## config.mk

```make
export PLATFORM = sky130hd
export DESIGN_NAME = hdma_xfer
export DESIGN_NICKNAME = d
export VERILOG_FILES = /design/src/rtl/hdma_pkg.sv /design/src/rtl/hdma_req_fifo.sv /design/src/rtl/hdma_xfer.sv
export SDC_FILE = /design/constraint.sdc
export NUM_CORES = 1
export LEC_CHECK = 0
export ABC_AREA = 1
export CELL_PAD_IN_SITES_DETAIL_PLACEMENT = 1
export CELL_PAD_IN_SITES_GLOBAL_PLACEMENT = 2
export CORE_UTILIZATION = 29
export DETAILED_ROUTE_END_ITERATION = 16
export PLACE_DENSITY_LB_ADDON = 0.15
export SYNTH_ARGS = -nofsm -noshare
export SYNTH_HDL_FRONTEND = slang
export SYNTH_SLANG_ARGS = --single-unit
```

## constraint.sdc

```tcl
create_clock -name clk -period 6.1 [get_ports clk]
set_input_delay 1.22 -clock clk [delete_from_list [all_inputs] [get_ports clk]]
set_output_delay 1.22 -clock clk [all_outputs]
set_load 0.02 [all_outputs]
```

## src/rtl/hdma_pkg.sv

```systemverilog
// Shared types and constants for the HDMA transfer engine.
package hdma_pkg;

    typedef enum logic [1:0] {
        IDLE  = 2'd0,
        READ  = 2'd1,
        WRITE = 2'd2
    } hdma_state_e;

    typedef struct packed {
        logic [15:0] src;
        logic [15:0] dst;
    } hdma_entry_t;

    localparam int          ENTRY_W  = $bits(hdma_entry_t);
    localparam logic [7:0]  OPEN_BUS = 8'hFF;

endpackage

```

## src/rtl/hdma_req_fifo.sv

```systemverilog
// Request FIFO: power-of-two depth, extra pointer MSB distinguishes full from empty.
// Head entry is visible combinationally so it can be loaded on the pop edge.
module hdma_req_fifo #(
    parameter int DEPTH = 4,
    parameter int WIDTH = 32
) (
    input  logic             clk,
    input  logic             reset_n,
    input  logic             push,
    input  logic [WIDTH-1:0] push_data,
    input  logic             pop,
    output logic [WIDTH-1:0] pop_data,
    output logic             full,
    output logic             empty
);

    localparam int AW = $clog2(DEPTH);

    logic [AW:0]      wr_ptr_q, wr_ptr_d;
    logic [AW:0]      rd_ptr_q, rd_ptr_d;
    logic [WIDTH-1:0] mem_q [DEPTH];
    logic             do_push;
    logic             do_pop;

    always_comb begin
        empty    = (wr_ptr_q == rd_ptr_q);
        full     = (wr_ptr_q[AW] != rd_ptr_q[AW]) &&
                   (wr_ptr_q[AW-1:0] == rd_ptr_q[AW-1:0]);
        do_pop   = pop && !empty;
        // A pop on the same edge frees the slot a push into a full FIFO needs.
        do_push  = push && (!full || do_pop);
        wr_ptr_d = wr_ptr_q + {{AW{1'b0}}, do_push};
        rd_ptr_d = rd_ptr_q + {{AW{1'b0}}, do_pop};
        pop_data = mem_q[rd_ptr_q[AW-1:0]];
    end

    always_ff @(posedge clk) begin
        if (!reset_n) begin
            wr_ptr_q <= '0;
            rd_ptr_q <= '0;
        end else begin
            wr_ptr_q <= wr_ptr_d;
            rd_ptr_q <= rd_ptr_d;
        end
    end

    always_ff @(posedge clk) begin
        if (reset_n && do_push) begin
            mem_q[wr_ptr_q[AW-1:0]] <= push_data;
        end
    end

endmodule

```

## src/rtl/hdma_xfer.sv

```systemverilog
// HDMA byte mover: captures engine requests into a FIFO, reads each source byte
// (open-bus on timeout) and writes it to VRAM once the LCD releases the bus.
module hdma_xfer
    import hdma_pkg::*;
#(
    parameter int DEPTH   = 4,
    parameter int TIMEOUT = 15
) (
    input  logic        clk,
    input  logic        reset_n,
    input  logic        req,
    input  logic [15:0] src_addr,
    input  logic [15:0] dst_addr,
    input  logic [7:0]  src_dout,
    input  logic        src_ready,
    input  logic        vram_busy,
    output logic        src_rd,
    output logic [15:0] src_rd_addr,
    output logic        vram_wr,
    output logic [12:0] vram_addr,
    output logic [7:0]  vram_din,
    output logic        cpu_stall,
    output logic        overrun
);

    localparam int CW = (TIMEOUT < 2) ? 1 : $clog2(TIMEOUT);

    hdma_state_e   state_q, state_d;
    logic          req_prev_q, req_prev_d;
    logic [15:0]   last_src_q, last_src_d;
    logic [CW-1:0] wait_q, wait_d;
    logic [7:0]    data_q, data_d;
    logic [12:0]   dst_q, dst_d;
    logic          src_rd_q, src_rd_d;
    logic [15:0]   src_rd_addr_q, src_rd_addr_d;
    logic [12:0]   vram_addr_q, vram_addr_d;
    logic [7:0]    vram_din_q, vram_din_d;
    logic          overrun_q, overrun_d;

    logic               capture;
    logic               drop;
    logic               wr_now;
    logic               fifo_pop;
    logic               fifo_full;
    logic               fifo_empty;
    logic [ENTRY_W-1:0] fifo_rd_data;
    hdma_entry_t        cap_entry;
    hdma_entry_t        head;
    logic               unused_dst_hi;

    assign cap_entry     = '{src: src_addr, dst: dst_addr};
    assign head          = hdma_entry_t'(fifo_rd_data);
    assign unused_dst_hi = ^head.dst[15:13];

    hdma_req_fifo #(
        .DEPTH (DEPTH),
        .WIDTH (ENTRY_W)
    ) u_req_fifo (
        .clk       (clk),
        .reset_n   (reset_n),
        .push      (capture),
        .push_data (cap_entry),
        .pop       (fifo_pop),
        .pop_data  (fifo_rd_data),
        .full      (fifo_full),
        .empty     (fifo_empty)
    );

    always_comb begin
        state_d       = state_q;
        last_src_d    = last_src_q;
        wait_d        = wait_q;
        data_d        = data_q;
        dst_d         = dst_q;
        src_rd_d      = src_rd_q;
        src_rd_addr_d = src_rd_addr_q;
        vram_addr_d   = vram_addr_q;
        vram_din_d    = vram_din_q;
        overrun_d     = overrun_q;
        fifo_pop      = 1'b0;
        wr_now        = 1'b0;

        // A held request is only new when its source address moves.
        capture    = req && (!req_prev_q || (src_addr != last_src_q));
        req_prev_d = req;
        if (capture) begin
            last_src_d = src_addr;
        end

        case (state_q)
            IDLE: begin
                if (!fifo_empty) begin
                    fifo_pop = 1'b1;
                end
            end
            READ: begin
                if (src_ready) begin
                    data_d   = src_dout;
                    state_d  = WRITE;
                    src_rd_d = 1'b0;
                end else if (wait_q == CW'(TIMEOUT - 1)) begin
                    data_d   = OPEN_BUS;
                    state_d  = WRITE;
                    src_rd_d = 1'b0;
                end else begin
                    wait_d = wait_q + CW'(1);
                end
            end
            WRITE: begin
                if (!vram_busy) begin
                    wr_now      = 1'b1;
                    vram_addr_d = dst_q;
                    vram_din_d  = data_q;
                    if (!fifo_empty) begin
                        fifo_pop = 1'b1;
                    end else begin
                        state_d = IDLE;
                    end
                end
            end
            default: state_d = IDLE;
        endcase

        if (fifo_pop) begin
            state_d       = READ;
            src_rd_d      = 1'b1;
            src_rd_addr_d = head.src;
            dst_d         = head.dst[12:0];
            wait_d        = '0;
        end

        drop = capture && fifo_full && !fifo_pop;
        if (drop) begin
            overrun_d = 1'b1;
        end else if (!req && fifo_empty && (state_q == IDLE)) begin
            overrun_d = 1'b0;
        end
    end

    always_ff @(posedge clk) begin
        if (!reset_n) begin
            state_q       <= IDLE;
            req_prev_q    <= 1'b0;
            last_src_q    <= 16'h0000;
            wait_q        <= '0;
            data_q        <= 8'h00;
            dst_q         <= 13'h0000;
            src_rd_q      <= 1'b0;
            src_rd_addr_q <= 16'h0000;
            vram_addr_q   <= 13'h0000;
            vram_din_q    <= 8'h00;
            overrun_q     <= 1'b0;
        end else begin
            state_q       <= state_d;
            req_prev_q    <= req_prev_d;
            last_src_q    <= last_src_d;
            wait_q        <= wait_d;
            data_q        <= data_d;
            dst_q         <= dst_d;
            src_rd_q      <= src_rd_d;
            src_rd_addr_q <= src_rd_addr_d;
            vram_addr_q   <= vram_addr_d;
            vram_din_q    <= vram_din_d;
            overrun_q     <= overrun_d;
        end
    end

    // The write strobe follows vram_busy directly so a lock raised in the same
    // cycle still blocks it; address/data hold their last written values otherwise.
    assign vram_wr     = wr_now && reset_n;
    assign vram_addr   = vram_wr ? dst_q  : vram_addr_q;
    assign vram_din    = vram_wr ? data_q : vram_din_q;
    assign src_rd      = src_rd_q;
    assign src_rd_addr = src_rd_addr_q;
    assign overrun     = overrun_q;
    assign cpu_stall   = req || !fifo_empty || (state_q != IDLE);

endmodule
```

==> results_dict.tcl <==
set metrics [dict create \
    p_sw_mw 1.25 \
    synthXorXnorAreaFrac_pct 0.855 \
    rsz0062_at_grt "no" \
    slew_violations 0 \
    ant_nets 0 \
    pre_cts_slack_ps 1190 \
    setup_viol 0 \
    synth-async-reset-ratio_pct 0 \
    num_antenna_cells 0 \
    clock_skew_ps 9.81 \
    gp_congestion 0.719 \
    area_growth_pct 24.3 \
    post-cts-setup-buffers 0 \
    insertion_delay_ps 510 \
    period_minus_slack_ps 4900 \
    clk_path_buf_depth 3 \
    initialDrtViolationCount 276 \
    fin_hold_ws_ps 468 \
    slowest_delay_ps 720 \
    p_int_mw 2.87 \
    path_cells "clkdlybuf4s50_1, nor3_4, buf_4, nand2_1, o21ai_0, clkdlybuf4s50_1" \
    synthMuxAreaShare_pct 0 \
    avgSynthCellArea_um2 10.0 \
    floorplan.initialDensity_pct 29.5 \
    synthAdderAreaFrac_pct 0.916 \
    crit_required_ps 4880 \
    yosysUniqueCellTypes 33 \
    route.vias.total 5967 \
    cp-end-kind "output port" \
    fin_crit_sh_pct 80.3 \
    final_hold_viol_count 0 \
    switching_share_pct 30.3 \
    synth_area_um2 8200 \
    grt_max_degree 61 \
    synth_seq_cells 205 \
    die_w_um 170 \
    dr.pass1.iters 6 \
    ctsResizeCount 0 \
    viasPerCell 4.63 \
    synth_nets 869 \
    num_rows 61 \
    place_inst 1244 \
    cp.buffers_inverters 3 \
    yosys.area.top_type "edfxtp_1" \
    synth_area_leaders "edfxtp_1 (42%), dfxtp_1 (22%), nor2_1 (8.3%)" \
    synth_top_family_by_area "simple AND/OR/NAND/NOR gates" \
    fin_util_pct 36.7 \
    cts_tree "done" \
    seq_power_share_pct 41.4 \
    grt_pass1_vias 6199 \
    dieHeight_um 170 \
    crit_top_cell "clkdlybuf4s50_1" \
    drive_gt1_share_pct 7.14 \
    hold_path.class "flop to flop" \
    cp_max_fo 25 \
    cp_top_family "buffers and inverters" \
    nets 943 \
    pwr-share-comb_pct 22.2 \
    wirelength_um 21500 \
    grt_first_pass_wirelength_um 33700 \
    fmaxAchievable_mhz 204 \
    design.core.area_um2 27800 \
    final.setup.tns_ps 0 \
    cts_made_buffers 24 \
    fin_cells 1288 \
    grt_overflow_total 0 \
    cpMaxStageDelayCell "nor3_4" \
    grt_usage_pct 15.1 \
    synth_seq_area_share_pct 64.2 \
    antenna_found_initial 0 \
    startpoint_type "input pin" \
    drv_cap 0 \
    synth_compound_area_share_pct 12.4 \
    p_clk_share_pct 36.4 \
    status "finished clean" \
    yosysWarnings 0 \
    htreeDepth 1 \
    synth.top_cell.area_share_pct 42.5 \
    worst_pin_slew_ps 824 \
    port_buffers 82 \
    place_hpwl_um 13400 \
    leakagePower_nw 3.78 \
    io_pins 86 \
    relSlewSlack_pct 44.9 \
    drc_errors 0 \
    dieArea_um2 28900 \
    crit_type "input pin to output port" \
    synth_edf_count 116 \
    setup_slack_ps 1200 \
    nFillCells 3142 \
    synthFlopType "edfxtp_1" \
    synth_cells 818 \
    cts_sinks 205 \
    vdd_drop_max_uv 165 \
    worst_ep_arrival_time_ps 3680 \
    routedWlPerCell_um 16.7 \
    cellPowerDensity_nw_per_um2 405 \
    synth-simple-area-share_pct 15.1 \
    holdBufCountCts 0 \
    clkTransAtPathRegs_ps 60 \
    cts_root_buffer "clkbuf_16" \
]
-- layer usage --
| metal | up-vias | routed length (um) | GRT usage (%) |
|---|---|---|---|
| li1 | 2927 | - | - |
| met1 | 2919 | 9440 | 18.0 |
| met2 | 92 | 10800 | 27.5 |
| met3 | 29 | 790 | 2.86 |
| met4 | 0 | 473 | 4.19 |
| met5 | - | 0 | 0 |
-- state kept, by name, summed over array words and instances (netlist names) --
signal	cells
u_req_fifo.mem_q	116
last_src_q	16
src_rd_addr	16
dst_q	13
vram_addr_q	13
data_q	8
vram_din_q	8
wait_q	4
u_req_fifo.rd_ptr_q	3
u_req_fifo.wr_ptr_q	3
state_q	2
overrun	1
req_prev_q	1
src_rd	1
-- path summary, 6_finish.rpt --
path                               startpoint                           endpoint  slack (ps)  depth (start not counted)
setup / recovery                    vram_busy                        vram_din[0]        1200                          6
hold reg to reg   vram_addr_q[7]$_SDFFE_PN0P_        vram_addr_q[7]$_SDFFE_PN0P_         470                          2
hold / removal    vram_addr_q[7]$_SDFFE_PN0P_        vram_addr_q[7]$_SDFFE_PN0P_         470                          2
setup reg to reg      state_q[1]$_SDFFE_PP0P_  u_req_fifo.mem_q[2][23]$_DFFE_PP_        3510                          6
-- through the flow --
stage	power [mW]	cell area, um^2
floorplan	2.35	8200
global placement	2.65	9360
detailed placement	2.68	9360
CTS	4.20	10200
global route	4.34	10200
finish	4.12	10200
-- cell usage after synthesis, drive strengths merged (2+ instances only) --
master and instances:
inv 78, ha 6, a21oi 24, nand2 95, dfxtp 89, buf 24, or2 2, edfxtp 116
o21ai 81, xnor2 7, nand4 2, o31ai 21, nor3 3, clkbuf 22, nand3 24, o32ai 29
nor2 182, o221ai 8
-- power groups by stage --
stage | registers (mW) | logic (mW) | clock network [mW]
6_report | 1.71 | 0.915 | 1.50
3_3_place_gp | 1.74 | 0.918 | 0
5_1_grt | 1.73 | 1.03 | 1.59
2_1_floorplan | 1.77 | 0.574 | 0
3_5_place_dp | 1.74 | 0.938 | 0
4_1_cts | 1.71 | 0.941 | 1.54
-- tightest hold or removal path: cells and delay by family, from the launching register on --
family	cells	cell delay [ps]
buf+inv	1	60
compound gates	1	70
flops	1	290
-- logic make-up (layout without fill, tap and decap cells) --
logic type / Yosys count / in the layout
compound gates: 164 / 164
xor+xnor: 8 / 8
fa+ha+maj: 6 / 6
buf+inv: 124 / 216
flops: 205 / 205
simple gates: 311 / 311
-- cells in the final DEF, fill, tap and decap left out, types with 4 or more instances in the layout --
cell             synthesis  layout
o21ai_1                 14      14
o31ai_1                 21      21
clkdlybuf4s50_1          0      81
bufinv_16                0       4
nor2_1                 181     177
nand2_1                 92      92
clkbuf_16                0      25
ha_1                     6       6
o221ai_1                 8       8
o21ai_0                 67      67
a21oi_1                 24      24
edfxtp_1               116     116
dfxtp_1                 89      87
clkinv_2                 0       5
xnor2_1                  7       7
inv_1                   75      75
buf_4                    4      12
nor2_2                   1       5
nand3_1                 24      24
o32ai_1                 29      29
-- area by class of cell --
class | count | area [um^2] | share of cell area, %
Clock buffer | 29 | 651 | 6.39
Clock inverter | 15 | 180 | 1.77
Inverter | 78 | 295 | 2.90
Multi-Input combinational cell | 489 | 2420 | 23.7
Sequential cell | 205 | 5270 | 51.7
Tap cell | 378 | 473 | 4.64
Timing Repair Buffer | 94 | 906 | 8.89
No activity file was read; power rests on OpenSTA's default activity.
